$ cat config.mk
export PLATFORM = sky130hd
export DESIGN_NAME = upht_updater
export DESIGN_NICKNAME = d
export VERILOG_FILES = /design/src/rtl/upht_updater.sv
export SDC_FILE = /design/constraint.sdc
export NUM_CORES = 1
export LEC_CHECK = 0
export ABC_AREA = 0
export BUFFER_PORTS_ARGS = -buffer_cell sky130_fd_sc_hd__buf_4
export CAP_MARGIN = 20
export CORE_UTILIZATION = 49
export DETAILED_ROUTE_END_ITERATION = 8
export PLACE_DENSITY = 0.72
export SYNTH_ARGS = -nofsm -noshare
export SYNTH_HDL_FRONTEND = slang
export SYNTH_SLANG_ARGS = --single-unit
$ cat constraint.sdc
create_clock -name i_clk -period 2.15 [get_ports i_clk]
set_input_delay 0.43 -clock i_clk [delete_from_list [all_inputs] [get_ports i_clk]]
set_output_delay 0.43 -clock i_clk [all_outputs]
set_load 0.01 [all_outputs]
$ cat src/rtl/upht_updater.sv
// uPHT updater: queues resolved-branch commits and performs a two-stage
// read-modify-write of the 2-bit saturating counters in the uPHT. The read
// stage borrows the shared read port when prediction is not using it. The
// write stage computes the new counter and forwards it to a back-to-back
// read of the same index, because the table is not yet updated at that point.
module upht_updater #(
  parameter int SAT_TABLE_SIZE = 64,
  parameter int FIFO_DEPTH     = 4,
  localparam int AW = $clog2(SAT_TABLE_SIZE),
  localparam int PW = $clog2(FIFO_DEPTH),
  localparam int CW = PW + 1
) (
  input  logic          i_clk,
  input  logic          i_rst,
  input  logic          i_commit_vld,
  input  logic [AW-1:0] i_commit_addr,
  input  logic          i_commit_taken,
  output logic          o_commit_rdy,
  input  logic          i_rdport_busy,
  input  logic          i_uPht_enable,
  output logic          o_uPhtRead_vld,
  output logic [AW-1:0] o_uPhtRd_addr,
  input  logic [1:0]    i_uPhtRd_Cnt,
  output logic          o_uPhtWrite_vld,
  output logic [AW-1:0] o_uPhtWr_addr,
  output logic [1:0]    o_commit_Cnt,
  output logic          o_idle
);

  function automatic logic [1:0] sat_update(input logic [1:0] base, input logic taken);
    if (taken) begin
      return (base == 2'b11) ? 2'b11 : base + 2'd1;
    end
    return (base == 2'b00) ? 2'b00 : base - 2'd1;
  endfunction

  logic [AW-1:0] r_fifo_addr  [FIFO_DEPTH];
  logic          r_fifo_taken [FIFO_DEPTH];
  logic [PW-1:0] r_wr_ptr;
  logic [PW-1:0] r_rd_ptr;
  logic [CW-1:0] r_count;

  logic          r_vld_p1;
  logic [AW-1:0] r_addr_p1;
  logic          r_taken_p1;
  logic [1:0]    r_base_p1;

  logic          w_full;
  logic          w_empty;
  logic          w_push;
  logic          w_rd_fire;
  logic [AW-1:0] w_head_addr;
  logic          w_head_taken;
  logic          w_bypass;
  logic [1:0]    w_base_p0;
  logic [1:0]    w_cnt_p1;

  // Commit queue: occupancy comes from registers only, so a full queue never
  // accepts even if an entry leaves in the same cycle.
  assign w_full       = (r_count == CW'(FIFO_DEPTH));
  assign w_empty      = (r_count == '0);
  assign o_commit_rdy = !i_rst && !w_full;
  assign w_push       = i_commit_vld && o_commit_rdy;
  assign w_head_addr  = r_fifo_addr[r_rd_ptr];
  assign w_head_taken = r_fifo_taken[r_rd_ptr];

  // ---- stage p0: read of the uPHT and pop of the queue head ----
  assign w_rd_fire      = !w_empty && !i_rdport_busy && i_uPht_enable;
  assign o_uPhtRead_vld = w_rd_fire;
  assign o_uPhtRd_addr  = w_rd_fire ? w_head_addr : '0;
  assign w_bypass       = r_vld_p1 && (r_addr_p1 == w_head_addr);
  assign w_base_p0      = w_bypass ? w_cnt_p1 : i_uPhtRd_Cnt;

  // ---- stage p1: counter update and write strobe ----
  assign w_cnt_p1        = sat_update(r_base_p1, r_taken_p1);
  assign o_commit_Cnt    = w_cnt_p1;
  assign o_uPhtWrite_vld = r_vld_p1 && i_uPht_enable;
  assign o_uPhtWr_addr   = r_addr_p1;
  assign o_idle          = w_empty && !r_vld_p1;

  // Queue storage, pointers and occupancy; push and pop together leave the count as is.
  always_ff @(posedge i_clk or posedge i_rst) begin
    if (i_rst) begin
      r_wr_ptr <= '0;
      r_rd_ptr <= '0;
      r_count  <= '0;
      for (int i = 0; i < FIFO_DEPTH; i++) begin
        r_fifo_addr[i]  <= '0;
        r_fifo_taken[i] <= 1'b0;
      end
    end else begin
      if (w_push) begin
        r_fifo_addr[r_wr_ptr]  <= i_commit_addr;
        r_fifo_taken[r_wr_ptr] <= i_commit_taken;
        r_wr_ptr               <= r_wr_ptr + PW'(1);
      end
      if (w_rd_fire) begin
        r_rd_ptr <= r_rd_ptr + PW'(1);
      end
      case ({w_push, w_rd_fire})
        2'b10:   r_count <= r_count + CW'(1);
        2'b01:   r_count <= r_count - CW'(1);
        default: r_count <= r_count;
      endcase
    end
  end

  // Write-stage register: loads from a firing read, drains otherwise, and
  // freezes entirely while the uPHT is disabled.
  always_ff @(posedge i_clk or posedge i_rst) begin
    if (i_rst) begin
      r_vld_p1   <= 1'b0;
      r_addr_p1  <= '0;
      r_taken_p1 <= 1'b0;
      r_base_p1  <= 2'b00;
    end else if (i_uPht_enable) begin
      r_vld_p1 <= w_rd_fire;
      if (w_rd_fire) begin
        r_addr_p1  <= w_head_addr;
        r_taken_p1 <= w_head_taken;
        r_base_p1  <= w_base_p0;
      end
    end
  end

endmodule
==> results.cfg <==
[detailed_routing]
drt_iter0_drc = 59
first_pass_iters = 4
routed_via_density = 5.381
drc = 0
routedWlPerCell_um = 16.62
antenna_left = 0
vias = 1356
routed_wl_um = 4187

[yosys]
yosysTopAreaCell = dfrtp_1
synth_nets = 179
synth_area_leaders = dfrtp_1 (53%), mux2_1 (15%), mux4_2 (7.4%), xnor2_1 (4.1%), ha_1 (3.0%)
synth-main-ff-cell = dfrtp_1
synth_area_sq_mm = 0.002117
ys_warn_count = 0
synth.distinct_cells = 26
synth.avg_cell_area_sq_um = 13.31
synth_seq_cells = 45
async_flop_share = 1.000
synth_edf_count = 0
synthCells = 159
ys_seq_area_frac = 0.5319
netlist.area_leader.share = 0.5319
yosysMostFrequentCell = dfrtp_1
synthTopCellsByCount = dfrtp_1 (45), mux2_1 (28), nand2_1 (14)

[cells_and_area]
regArea_sq_mm = 0.001130
drive_gt1_frac = 0.3020
fill_cells = 335
final_core_util = 0.6326
multi_input_area_sq_um = 938.4
nets = 221
area_delta_synth_final_pct = 22.10
antennaDiodeCount = 0

[clock_tree]
ctsRootBufferMaster = clkbuf_8
path_clk_slew_ns = 0.08
numCtsBuffers = 5
cts.sinks = 45
clock_latency_ns = 0.29
h-tree-depth = 2
cts_tree = yes
cts_max_path_buffers = 2

[global_routing]
grt_pass1_vias = 1407
grt_use_total = 0.2112
overflow = 0
antenna_found_initial = 0
grt_pass1_wl_um = 6679
grt_max_degree = 46

[setup_path]
crit_path_start_kind = flip-flop
crit_path_end_kind = output pin
cp.required_ns = 1.72
r2r_setup_slack_ns = 0.12
worstReg2RegStart = r_count[0]
path_max_fanout = 5
reg2reg_to = r_count[2]
path_class = flip-flop to output pin
arrival_ns = 1.67
r2r.worst_path.cells = 10

[die]
die-area_sq_mm = 0.004587
fp.coreArea_sq_mm = 0.004086
num_rows = 23
io_pins = 32
die_height_um = 67.73
die_w_um = 67.73
initial_utilization = 0.5181

[placed_design]
place_ws_ns = 0.1049
dp_hpwl_um = 3178
gp_congestion = 0.7174
port_buffers = 31

[sta]
fin_crit_ns = 2.095
final.period_utilization = 0.9745
final_hold_viol_count = 0
worstMarginPinSlew_ns = 0.5523
tns_ns = 0
finalWorstSetupSlack_ns = 0.05490
clock.fmax_mhz = 477.3
hold_slack_ns = 0.2870
fin_worst_skew_ns = 0.005956
setup_viol = 0
slew_viol_final = 0
slew_headroom = 0.6318

[power_and_ir_drop]
ir_drop_mv = 0.7347
cellPowerDensity_mw_per_mm2 = 1479
p_leak_nw = 1.220
p_total_mw = 3.823

[outcome]
status = completed

[job]
maxCapViolCount = 0

[worst_hold_path]
hold_path.class = input port to async pin
==> cell families (layout without fill, tap and decap cells) <==
group,count (synthesis),count (layout),share of synthesized area
AO/OA/AOI/OAI,16,16,0.05201
XOR/XNOR,12,12,0.04965
adder cells (fa/ha/maj),6,6,0.03901
buffers and inverters,15,58,0.03427
flip-flops,45,45,0.5319
multiplexers,36,36,0.2281
AND/OR/NAND/NOR,29,29,0.06502
==> area by class of cell <==
class,count,share of cell area
flip-flops and latches,45,0.4371
multi-input cells,99,0.3630
repair buffers,40,0.1162
clock buffers,7,0.03340
well taps,50,0.02420
inverters,10,0.01452
clock inverters,1,0.01162
==> worst max-delay path by stage <==
stage                  startpoint               end  slack (ns)  cells after the start
global route          r_rd_ptr[1]  o_uPhtRd_addr[2]      -0.004                      3
floorplan           i_rdport_busy        r_count[2]        0.03                     10
finish                r_rd_ptr[1]  o_uPhtRd_addr[2]        0.05                      3
global placement      r_rd_ptr[0]      r_base_p1[0]        0.18                      5
detailed placement    r_rd_ptr[1]      r_base_p1[1]        0.10                      5
CTS                   r_rd_ptr[0]  o_uPhtRd_addr[1]       0.004                      3
==> where the power goes <==
part	internal [mW]	switching (mW)
Combinational	0.900	0.674
Sequential	1.27	0.341
Clock	0.379	0.264
==> critical path: stages (launching register included) <==
cell and delay [ns]:
dfrtp_2 0.46, mux4_2 0.57, and2_1 0.19, buf_4 0.15
==> stage by stage <==
step	std cells	instance area [sq um]
after floorplan	159	2117
after global placement	241	2422
after detailed placement	241	2422
after CTS	249	2551
after global routing	252	2585
final	252	2585
==> cells in the final DEF, fill, tap and decap left out, types with 2 or more instances in the layout <==
master / n
dfrtp_1: 42
buf_4: 40
mux2_1: 28
nand2_1: 14
xnor2_1: 10
inv_1: 8
and2_1: 7
mux4_2: 7
a21o_1: 6
clkbuf_8: 6
ha_1: 5
o211ai_1: 4
nor2_1: 3
o21ai_0: 3
dfrtp_2: 3
inv_2: 2
xor2_1: 2
==> state kept, by name (all words and copies together), names as in the netlist <==
signal,flops
r_fifo_addr,24
o_uPhtWr_addr,6
r_fifo_taken,4
r_count,3
r_base_p1,2
r_rd_ptr,2
r_wr_ptr,2
r_taken_p1,1
r_vld_p1,1
==> metal layers <==
metal,vias up,track usage,routed length (um)
li1,630,-,-
met1,688,0.2442,1776
met2,34,0.3688,2154
met3,4,0.05743,200
met4,0,0.07979,55
met5,-,0,0
==> what timing repair did <==
item,in CTS,in global routing
endpoints found under the setup margin,6,6
hold buffers,0,0
setup buffers,0,3
pin swaps,0,0
gates resized for setup,4,3
Note: power is estimated with default switching activity, not from simulation.
